===== config.mk =====
export PLATFORM = sky130hd
export DESIGN_NAME = io_bus_fabric_flat
export DESIGN_NICKNAME = d
export VERILOG_FILES = /design/src/rtl/io_bus_fabric_if.sv /design/src/rtl/io_bus_fabric.sv /design/src/flat_wrapper.sv
export SDC_FILE = /design/constraint.sdc
export NUM_CORES = 1
export LEC_CHECK = 0
export ABC_CLOCK_PERIOD_IN_PS = 3120
export BUFFER_PORTS_ARGS = -buffer_cell sky130_fd_sc_hd__buf_2
export CORE_MARGIN = 5
export CORE_UTILIZATION = 40
export CTS_BUF_LIST = sky130_fd_sc_hd__clkbuf_8
export DETAILED_ROUTE_END_ITERATION = 7
export GPL_TIMING_DRIVEN = 0
export PLACE_DENSITY = 0.69
export SKIP_LAST_GASP = 1
export SLEW_MARGIN = 30
export SYNTH_ARGS = -nofsm -noshare
export SYNTH_HDL_FRONTEND = slang
export SYNTH_SLANG_ARGS = --single-unit

===== constraint.sdc =====
create_clock -name CLK -period 3.12 [get_ports CLK]
set_input_delay 0.156 -clock CLK [delete_from_list [all_inputs] [get_ports CLK]]
set_output_delay 0.156 -clock CLK [all_outputs]
set_load 0.02 [all_outputs]

===== src/rtl/io_bus_fabric_if.sv =====
// io_bus_fabric_if: bundle of CPU-side handshake and slot-side broadcast/select signals.
// Latency: none (wires only).
// Backpressure: carries BUSY; the CPU side holds off REQ while BUSY is high.
// Ports: master = CPU/peripheral side (drives REQ/A/DI/R_W_n/SLOT_DO), slave = fabric.
interface io_bus_fabric_if #(
   parameter int NUM_SLOTS  = 4,
   parameter int ADDR_WIDTH = 16,
   parameter int DATA_WIDTH = 8
);
   logic                            REQ;
   logic [ADDR_WIDTH-1:0]           A;
   logic [DATA_WIDTH-1:0]           DI;
   logic                            R_W_n;
   logic [DATA_WIDTH-1:0]           DO;
   logic                            READY;
   logic                            BUSY;
   logic [NUM_SLOTS-1:0]            SEL_n;
   logic                            WE;
   logic [DATA_WIDTH-1:0]           WDATA;
   logic [ADDR_WIDTH-1:0]           SLOT_ADDR;
   logic [NUM_SLOTS*DATA_WIDTH-1:0] SLOT_DO;
   logic                            ERR;
   logic [ADDR_WIDTH-1:0]           ERR_ADDR;
   logic [7:0]                      ERR_COUNT;

   modport master (
      output REQ, A, DI, R_W_n, SLOT_DO,
      input  DO, READY, BUSY, SEL_n, WE, WDATA, SLOT_ADDR, ERR, ERR_ADDR, ERR_COUNT
   );

   modport slave (
      input  REQ, A, DI, R_W_n, SLOT_DO,
      output DO, READY, BUSY, SEL_n, WE, WDATA, SLOT_ADDR, ERR, ERR_ADDR, ERR_COUNT
   );
endinterface


===== src/rtl/io_bus_fabric.sv =====
// io_bus_fabric: address decoder, chip-select/write-strobe generator and read-data mux for up to 8 slots.
// Latency: mapped access -> READY in cycle W+2 after accept (W = slot wait count); unmapped -> cycle 1.
// Backpressure: BUSY high while a slot is selected; REQ seen during BUSY is dropped (no queueing).
// Ports: CLK, RESET (sync, active high); bus (slave modport) with CPU handshake, slot selects, error log.
module io_bus_fabric #(
   parameter int NUM_SLOTS  = 4,
   parameter int ADDR_WIDTH = 16,
   parameter int DATA_WIDTH = 8,
   parameter logic [NUM_SLOTS*ADDR_WIDTH-1:0] SLOT_BASE = {16'hE000, 16'h0000, 16'hC000, 16'h0000},
   parameter logic [NUM_SLOTS*ADDR_WIDTH-1:0] SLOT_MASK = {16'hE000, 16'hE000, 16'hE000, 16'h0000},
   parameter logic [NUM_SLOTS*4-1:0]          SLOT_WAIT = {4'd0, 4'd0, 4'd2, 4'd0},
   parameter logic [DATA_WIDTH-1:0]           OPEN_BUS  = 8'hA5
) (
   input  logic             CLK,
   input  logic             RESET,
   io_bus_fabric_if.slave   bus
);

   localparam int IDX_W = (NUM_SLOTS > 1) ? $clog2(NUM_SLOTS) : 1;

   typedef enum logic [1:0] {
      ST_IDLE   = 2'd0,
      ST_ACCESS = 2'd1,
      ST_DONE   = 2'd2
   } state_t;

   state_t                state_q;
   logic [3:0]            cnt_q;
   logic [IDX_W-1:0]      slot_q;
   logic                  rw_q;
   logic                  busy_q;
   logic                  ready_q;
   logic                  we_q;
   logic                  err_q;
   logic [NUM_SLOTS-1:0]  sel_n_q;
   logic [DATA_WIDTH-1:0] do_q;
   logic [DATA_WIDTH-1:0] wdata_q;
   logic [ADDR_WIDTH-1:0] slot_addr_q;
   logic [ADDR_WIDTH-1:0] err_addr_q;
   logic [7:0]            err_cnt_q;

   logic                  hit_d;
   logic [IDX_W-1:0]      hit_idx_d;
   logic [3:0]            hit_wait_d;
   logic [DATA_WIDTH-1:0] slot_rdata;

   // Scan from the highest slot down so the lowest matching index is the one left standing.
   always_comb begin
      hit_d      = 1'b0;
      hit_idx_d  = '0;
      hit_wait_d = '0;
      for (int i = NUM_SLOTS - 1; i >= 0; i--) begin
         if ((SLOT_MASK[i*ADDR_WIDTH +: ADDR_WIDTH] != '0) &&
             ((bus.A & SLOT_MASK[i*ADDR_WIDTH +: ADDR_WIDTH]) ==
              (SLOT_BASE[i*ADDR_WIDTH +: ADDR_WIDTH] & SLOT_MASK[i*ADDR_WIDTH +: ADDR_WIDTH]))) begin
            hit_d      = 1'b1;
            hit_idx_d  = IDX_W'(i);
            hit_wait_d = SLOT_WAIT[i*4 +: 4];
         end
      end
   end

   assign slot_rdata = bus.SLOT_DO[slot_q*DATA_WIDTH +: DATA_WIDTH];

   always_ff @(posedge CLK) begin
      if (RESET) begin
         state_q     <= ST_IDLE;
         cnt_q       <= '0;
         slot_q      <= '0;
         rw_q        <= 1'b1;
         busy_q      <= 1'b0;
         ready_q     <= 1'b0;
         we_q        <= 1'b0;
         err_q       <= 1'b0;
         sel_n_q     <= '1;
         do_q        <= OPEN_BUS;
         wdata_q     <= '0;
         slot_addr_q <= '0;
         err_addr_q  <= '0;
         err_cnt_q   <= '0;
      end else begin
         ready_q <= 1'b0;
         err_q   <= 1'b0;
         we_q    <= 1'b0;
         case (state_q)
            ST_ACCESS: begin
               if (cnt_q == 4'd0) begin
                  state_q <= ST_DONE;
                  busy_q  <= 1'b0;
                  ready_q <= 1'b1;
                  sel_n_q <= '1;
                  if (rw_q) do_q <= slot_rdata;
               end else begin
                  cnt_q <= cnt_q - 4'd1;
                  // Strobe is registered, so raise it one edge ahead of the final select cycle.
                  if ((cnt_q == 4'd1) && !rw_q) we_q <= 1'b1;
               end
            end
            default: begin
               // IDLE and DONE both accept, which gives back-to-back transfers from DONE.
               state_q <= ST_IDLE;
               sel_n_q <= '1;
               if (bus.REQ) begin
                  slot_addr_q <= bus.A;
                  wdata_q     <= bus.DI;
                  rw_q        <= bus.R_W_n;
                  if (hit_d) begin
                     state_q <= ST_ACCESS;
                     busy_q  <= 1'b1;
                     cnt_q   <= hit_wait_d;
                     slot_q  <= hit_idx_d;
                     sel_n_q <= ~(NUM_SLOTS'(1) << hit_idx_d);
                     we_q    <= !bus.R_W_n && (hit_wait_d == 4'd0);
                  end else begin
                     state_q    <= ST_DONE;
                     ready_q    <= 1'b1;
                     err_q      <= 1'b1;
                     err_addr_q <= bus.A;
                     if (err_cnt_q != 8'hFF) err_cnt_q <= err_cnt_q + 8'd1;
                     if (bus.R_W_n) do_q <= OPEN_BUS;
                  end
               end
            end
         endcase
      end
   end

   assign bus.DO        = do_q;
   assign bus.READY     = ready_q;
   assign bus.BUSY      = busy_q;
   assign bus.SEL_n     = sel_n_q;
   assign bus.WE        = we_q;
   assign bus.WDATA     = wdata_q;
   assign bus.SLOT_ADDR = slot_addr_q;
   assign bus.ERR       = err_q;
   assign bus.ERR_ADDR  = err_addr_q;
   assign bus.ERR_COUNT = err_cnt_q;

endmodule


===== src/flat_wrapper.sv =====
// flat-port wrapper written by rule: the top's interface ports become plain ports
module io_bus_fabric_flat 
#(
   parameter int NUM_SLOTS  = 4,
   parameter int ADDR_WIDTH = 16,
   parameter int DATA_WIDTH = 8,
   parameter logic [NUM_SLOTS*ADDR_WIDTH-1:0] SLOT_BASE = {16'hE000, 16'h0000, 16'hC000, 16'h0000},
   parameter logic [NUM_SLOTS*ADDR_WIDTH-1:0] SLOT_MASK = {16'hE000, 16'hE000, 16'hE000, 16'h0000},
   parameter logic [NUM_SLOTS*4-1:0]          SLOT_WAIT = {4'd0, 4'd0, 4'd2, 4'd0},
   parameter logic [DATA_WIDTH-1:0]           OPEN_BUS  = 8'hA5
)
  (CLK, RESET, bus_REQ, bus_A, bus_DI, bus_R_W_n, bus_SLOT_DO, bus_DO, bus_READY, bus_BUSY, bus_SEL_n, bus_WE, bus_WDATA, bus_SLOT_ADDR, bus_ERR, bus_ERR_ADDR, bus_ERR_COUNT);
  io_bus_fabric_if #(.NUM_SLOTS(NUM_SLOTS), .ADDR_WIDTH(ADDR_WIDTH), .DATA_WIDTH(DATA_WIDTH)) bus_i ();
  input  logic CLK;
  input  logic RESET;
  input wire logic [$bits(bus_i.REQ)-1:0] bus_REQ;
  input wire logic [$bits(bus_i.A)-1:0] bus_A;
  input wire logic [$bits(bus_i.DI)-1:0] bus_DI;
  input wire logic [$bits(bus_i.R_W_n)-1:0] bus_R_W_n;
  input wire logic [$bits(bus_i.SLOT_DO)-1:0] bus_SLOT_DO;
  output wire logic [$bits(bus_i.DO)-1:0] bus_DO;
  output wire logic [$bits(bus_i.READY)-1:0] bus_READY;
  output wire logic [$bits(bus_i.BUSY)-1:0] bus_BUSY;
  output wire logic [$bits(bus_i.SEL_n)-1:0] bus_SEL_n;
  output wire logic [$bits(bus_i.WE)-1:0] bus_WE;
  output wire logic [$bits(bus_i.WDATA)-1:0] bus_WDATA;
  output wire logic [$bits(bus_i.SLOT_ADDR)-1:0] bus_SLOT_ADDR;
  output wire logic [$bits(bus_i.ERR)-1:0] bus_ERR;
  output wire logic [$bits(bus_i.ERR_ADDR)-1:0] bus_ERR_ADDR;
  output wire logic [$bits(bus_i.ERR_COUNT)-1:0] bus_ERR_COUNT;
  assign bus_i.REQ = bus_REQ;
  assign bus_i.A = bus_A;
  assign bus_i.DI = bus_DI;
  assign bus_i.R_W_n = bus_R_W_n;
  assign bus_i.SLOT_DO = bus_SLOT_DO;
  assign bus_DO = bus_i.DO;
  assign bus_READY = bus_i.READY;
  assign bus_BUSY = bus_i.BUSY;
  assign bus_SEL_n = bus_i.SEL_n;
  assign bus_WE = bus_i.WE;
  assign bus_WDATA = bus_i.WDATA;
  assign bus_SLOT_ADDR = bus_i.SLOT_ADDR;
  assign bus_ERR = bus_i.ERR;
  assign bus_ERR_ADDR = bus_i.ERR_ADDR;
  assign bus_ERR_COUNT = bus_i.ERR_COUNT;
  io_bus_fabric #(.NUM_SLOTS(NUM_SLOTS), .ADDR_WIDTH(ADDR_WIDTH), .DATA_WIDTH(DATA_WIDTH), .SLOT_BASE(SLOT_BASE), .SLOT_MASK(SLOT_MASK), .SLOT_WAIT(SLOT_WAIT), .OPEN_BUS(OPEN_BUS)) u_core (.CLK(CLK), .RESET(RESET), .bus(bus_i));
endmodule

==> impl_metrics.json, run 1 <==
{
  "status": "finished clean",
  "slew_headroom_pct": 61.7,
  "finalSetupViolations": 0,
  "drv_slew": 0,
  "dieArea_mm2": 0.00983,
  "min_path_type": "in -> reg",
  "r2r_start": "u_core.cnt_q[1]",
  "synthToLayoutAreaGrowth_pct": 30.4,
  "cts_tree": "yes",
  "finalCritPeriodShare_pct": 59.3,
  "cp-startpoint": "u_core.cnt_q[1]",
  "pwr-share-comb_pct": 15.2,
  "fin_area_mm2": 0.00415,
  "post-route-min-period_ns": 1.85,
  "synthFlopType": "dfxtp_1",
  "p_int_uw": 1650,
  "ys_seq_area_share_pct": 45.9,
  "cts_sinks": 73,
  "power.switching_uw": 590,
  "async_reset_ff_share_pct": 0,
  "tns_ns": 0,
  "overflow": 0,
  "postCtsHoldBufs": 0,
  "syn-num-nets": 412,
  "p_per_area_mw_per_mm2": 540,
  "die_y_um": 99.2,
  "synth_warnings": 0,
  "rrSetupSlack_ns": 1.27,
  "worstPathRequired_ns": 3.41,
  "synth-compound-area-share_pct": 17.7,
  "tritoncts.num_buffers": 9,
  "fillers": 714,
  "netlist_area_mm2": 0.00318,
  "start_util_pct": 41.2,
  "num_io_pins": 124,
  "r2r_cells": 6,
  "synthMuxAreaShare_pct": 6.92,
  "port_buffers": 119,
  "num_rows": 32,
  "critPathKind": "reg -> reg",
  "synth.avg_cell_area_um2": 9.14,
  "vias": 2968,
  "dp.cells": 569,
  "synth_edf_count": 0,
  "power.leakage_uw": 0.00178,
  "yosys.area_share.simple_pct": 22.0,
  "place_area_mm2": 0.00390,
  "layout_commonest_cell": "buf_2",
  "seqPwrFrac_pct": 44.8,
  "via_per_inst": 5.07,
  "synth-xor-area-share_pct": 0.551,
  "grt_pass1_vias": 3001,
  "grt_pass1_wl_mm": 14.0,
  "coreArea_mm2": 0.00773,
  "grt_usage_pct": 17.6,
  "seqCellArea_mm2": 0.00146,
  "gp_congestion": 0.828,
  "slowest_stage": "nor3b_1",
  "worst_slew_pin_slew_ns": 0.574,
  "worstPathArrival_ns": 2.14,
  "path_clk_slew_ns": 0.09,
  "antenna_found_initial": 0,
  "cp_max_fo": 4,
  "post-route-util_pct": 53.7,
  "dp_hpwl_mm": 6.53,
  "drcViolationCount": 0,
  "cts_setup_buffers": 0,
  "final_cells": 585,
  "finalHoldViolCount": 0,
  "synth_fa_ha_area_share_pct": 1.57,
  "final_cell_mix": "127 x buf_2, 86 x nand2_1, 73 x dfxtp_1",
  "cts_resized": 0,
  "multi_input_area_mm2": 0.00155,
  "cap_violations": 0,
  "synthDistinctLibCells": 53,
  "ys_ff_latch": 73,
  "place_ws_ns": 1.33,
  "antenna_left": 0,
  "syn-instance-count": 348,
  "end_kind": "register",
  "netSwitchingFraction_pct": 26.4,
  "fmax_mhz": 540,
  "peakVddDrop_mv": 0.241,
  "rsz0062_at_grt": "false",
  "htreeDepth": 3,
  "clkPwrFrac_pct": 39.9,
  "clock_latency_ns": 0.35,
  "startpoint_type": "register",
  "synth_top_family_by_area": "simple AND/OR/NAND/NOR gates",
  "cpPeakStageDelay_ns": 0.38,
  "wl_per_cell_um": 14.7,
  "drt_iter0_drc": 116,
  "final.setup.worst_slack_ns": 1.27,
  "n_antenna_cell": 0,
  "cts_root_buf": "clkbuf_8",
  "grt_max_degree": 14,
  "wl_mm": 8.62,
  "cp-endpoint": "u_core.bus.DO[6]",
  "dieWidth_um": 99.2,
  "skew_ns": 0.00821,
  "nets": 542,
  "timing.rr.end": "u_core.bus.DO[6]",
  "drive_above_1_share_pct": 38.3,
  "clock_path_buffers": 2,
  "dr.pass1.iters": 4,
  "crit_chain": "inv_1, ha_1, nor3b_1, and3_1, nor2b_1, a22o_1"
}
==> through the flow <==
| stage | power (uW) | hold WS (ns) |
|---|---|---|
| 2_1_floorplan | 1240 | 0.292 |
| 3_3_place_gp | 1360 | 0.402 |
| 3_5_place_dp | 1370 | 0.405 |
| 4_1_cts | 2270 | 0.0278 |
| 5_1_grt | 2330 | 0.0485 |
| 6_report | 2240 | 0.0335 |
==> worst min-delay path by stage <==
stage                             end       from  slack [ns]  depth (start not counted)
6_report          u_core.bus.WDATA[6]  bus_DI[6]        0.03                          3
5_1_grt           u_core.bus.WDATA[4]  bus_DI[4]        0.05                          3
4_1_cts           u_core.bus.WDATA[6]  bus_DI[6]        0.03                          3
3_5_place_dp      u_core.bus.WDATA[7]  bus_DI[7]        0.41                          3
3_3_place_gp      u_core.bus.WDATA[5]  bus_DI[5]        0.40                          3
2_1_floorplan  u_core.bus.ERR_ADDR[0]   bus_A[0]        0.29                          2
==> synth_stat cells, types with 2 or more instances <==
library cell	count	area (um2)
o21ai_0	4	20.0
buf_1	3	11.3
mux2_4	2	30.0
nor2_1	11	41.3
o22a_1	4	35.0
and3_1	2	12.5
xor2_1	2	17.5
nor3_1	8	40.0
a21oi_2	11	96.3
nand2_1	86	323
a21oi_1	42	210
o21ai_1	2	10.0
clkbuf_1	5	18.8
o2111ai_1	2	17.5
nand3_1	9	45.0
a31oi_1	2	12.5
inv_1	5	18.8
buf_2	8	40.0
o22ai_1	2	12.5
mux4_2	8	180
buf_6	4	45.0
nand2b_1	7	43.8
buf_4	4	30.0
nor2_2	2	12.5
ha_1	4	50.1
or3_1	5	31.3
nor2b_1	3	18.8
a22o_1	4	35.0
dfxtp_1	73	1460
==> layout make-up <==
cell class,instances,area share [%]
clock inverters,7,2.87
multi-input cells,245,37.4
inverters,6,0.543
repair buffers,119,14.4
clock buffers,9,2.99
plain buffers,24,3.50
flip-flops and latches,73,35.2
well taps,102,3.08
==> flip-flops by register name, summed over array words and instances, names as in the netlist, 2 cells and up <==
register,flops
u_core.bus.SLOT_ADDR,16
u_core.slot_q,2
u_core.state_q,2
u_core.bus.WDATA,8
u_core.bus.ERR_ADDR,16
u_core.bus.SEL_n,4
u_core.bus.ERR_COUNT,8
u_core.cnt_q,4
u_core.bus.DO,8
==> layer usage <==
layer	vias to the layer above	wire length, um	track usage (%)
met4	0	191	8.19
met2	77	4460	30.4
li1	1467	-	-
met1	1407	3530	20.9
met5	-	0	0
met3	17	441	3.51
==> worst max-delay path, delay by kind of cell, from the launching register on <==
kind	cells	cell delay, ns
simple gates	3	1.00
compound gates	1	0.19
fa+ha+maj	1	0.17
flops	1	0.31
buf+inv	1	0.12
==> power by group through the flow <==
stage	logic, uW	clock network [uW]	registers (uW)
final	341	894	1000
after global routing	375	943	1010
after CTS	346	917	1000
after detailed placement	344	0	1020
after global placement	338	0	1020
after floorplan	171	0	1070
==> logic make-up after synthesis <==
kind of cell             Yosys count
AO/OA/AOI/OAI                     84
XOR/XNOR                           2
adder cells (fa/ha/maj)            4
buffers and inverters             30
flip-flops                        73
multiplexers                      11
AND/OR/NAND/NOR                  144
Note: power is estimated with default switching activity, not from simulation.
==> run 2: changes to the inputs <==
Settings changed: ABC_CLOCK_PERIOD_IN_PS 3120 to 1740.
Clock period 3.12 ns to 1.74 ns, I/O delays scaled along.
==> run 2 against run 1 <==
Compared with the run above:
- flip-flop and latch count stayed put
- first-iteration DRC count is 7.8% lower
- total power rose by 82%
- largest power group unchanged
- die area unchanged
- via count increased by 3.0%
- cell count up 3.6%
- setup slack got worse by 1.2 ns
- highest routed layer unchanged
- sequential share of layout area decreased by 1.9 points
- register-to-register slack lost 1.2 ns
==> impl_metrics.json, run 2 (same netlist as run 1, synthesis figures left out) <==
{
  "drcViolationCount": 0,
  "worst_slew_pin_slew_ns": 0.613,
  "dp_hpwl_mm": 6.53,
  "power_uw": 4070,
  "skew_ns": 0.00693,
  "cts_tree": "yes",
  "grt_usage_pct": 18.2,
  "final_cells": 606,
  "grt_pass1_wl_mm": 14.5,
  "post-route-min-period_ns": 1.64,
  "slew_headroom_pct": 59.2,
  "die_y_um": 99.2,
  "port_buffers": 119,
  "finalHoldViolCount": 0,
  "cp-startpoint": "u_core.cnt_q[1]",
  "gp_congestion": 0.828,
  "fin_area_mm2": 0.00439,
  "overflow": 0,
  "r2r_start": "u_core.cnt_q[1]",
  "critPathKind": "reg -> reg",
  "dr.pass1.iters": 4,
  "start_util_pct": 41.2,
  "dieWidth_um": 99.2,
  "grt_max_degree": 14,
  "grt_pass1_vias": 3124,
  "layout_commonest_cell": "buf_2",
  "final_cell_mix": "127 x buf_2, 85 x nand2_1, 72 x dfxtp_1",
  "place_ws_ns": -0.0472,
  "worstPathRequired_ns": 1.99,
  "cts_setup_buffers": 0,
  "antenna_found_initial": 0,
  "htreeDepth": 3,
  "dieArea_mm2": 0.00983,
  "peakVddDrop_mv": 0.435,
  "wl_per_cell_um": 14.9,
  "drive_above_1_share_pct": 37.9,
  "place_area_mm2": 0.00390,
  "wl_mm": 9.01,
  "fmax_mhz": 609,
  "finalCritPeriodShare_pct": 94.4,
  "cts_sinks": 73,
  "drv_slew": 0,
  "worstPathArrival_ns": 1.89,
  "startpoint_type": "register",
  "drt_iter0_drc": 107,
  "tritoncts.num_buffers": 9,
  "cp_max_fo": 8,
  "status": "finished clean",
  "n_antenna_cell": 0,
  "path_clk_slew_ns": 0.08,
  "power.leakage_uw": 0.00188,
  "nets": 563,
  "num_rows": 32,
  "num_io_pins": 124,
  "cap_violations": 0,
  "antenna_left": 0,
  "final.setup.worst_slack_ns": 0.0969,
  "dp.cells": 569,
  "post-route-util_pct": 56.8,
  "vias": 3056,
  "min-delay-start": "bus_A[15]",
  "p_per_area_mw_per_mm2": 926,
  "cts_root_buf": "clkbuf_8",
  "clock_latency_ns": 0.35,
  "min_path_type": "in -> reg",
  "end_kind": "register",
  "rsz0062_at_grt": "false",
  "via_per_inst": 5.04,
  "coreArea_mm2": 0.00773,
  "synthToLayoutAreaGrowth_pct": 38.0,
  "clock_path_buffers": 2,
  "finalSetupViolations": 0
}
-- run 2: through the flow --
step	setup TNS [ns]	hold WS (ns)
2_1_floorplan	0	0.223
3_3_place_gp	-0.0414	0.333
3_5_place_dp	-0.144	0.336
4_1_cts	0	0.00711
5_1_grt	0	0.0306
6_report	0	0.0168
-- run 2: power by group --
part           switching (uW)  total (uW)  internal [uW]
combinational             378         662            285
sequential               46.4        1800           1750
clock                     649        1600            955
-- run 2: final timing paths --
| check | endpoint | cells after the start | slack [ns] |
|---|---|---|---|
| worst max-delay path | u_core.cnt_q[1] | 6 | 0.1 |
| worst max register to register | u_core.cnt_q[1] | 6 | 0.1 |
| worst min-delay path | u_core.bus.SLOT_ADDR[15] | 3 | 0.02 |
| worst min register to register | u_core.bus.SLOT_ADDR[13] | 2 | 0.46 |
-- run 2: layout make-up --
cell class / count / area (um2)
multi-input cells: 245 / 1580
clock buffers: 9 / 124
inverters: 6 / 22.5
plain buffers: 24 / 145
well taps: 102 / 128
flip-flops and latches: 73 / 1460
clock inverters: 7 / 119
repair buffers: 140 / 806
fillers: 697 / 3340
-- run 2: layer usage --
| layer | vias to the layer above | wire length (um) | share of wire (%) | global-route usage, % |
|---|---|---|---|---|
| li1 | 1507 | - | - | - |
| met1 | 1451 | 3700 | 41 | 21.3 |
| met2 | 83 | 4710 | 52 | 32.3 |
| met3 | 15 | 412 | 4.6 | 3.23 |
| met4 | 0 | 186 | 2.1 | 8.51 |
| met5 | - | 0 | 0 | 0 |
-- run 2: worst max-delay path: stages, from the launching register on --
cell and delay [ns]:
dfxtp_1 0.31, inv_1 0.12, ha_1 0.17, or3b_4 0.41, nand2_4 0.13, a211oi_1 0.10
a311oi_1 0.30
-- run 2: timing repair --
item | CTS | global route
gates resized for setup | 2 | 7
hold buffers | 21 | 0
pin swaps | 0 | 0
endpoints found under the hold margin | 33 | 0
endpoints found under the setup margin | 5 | 9
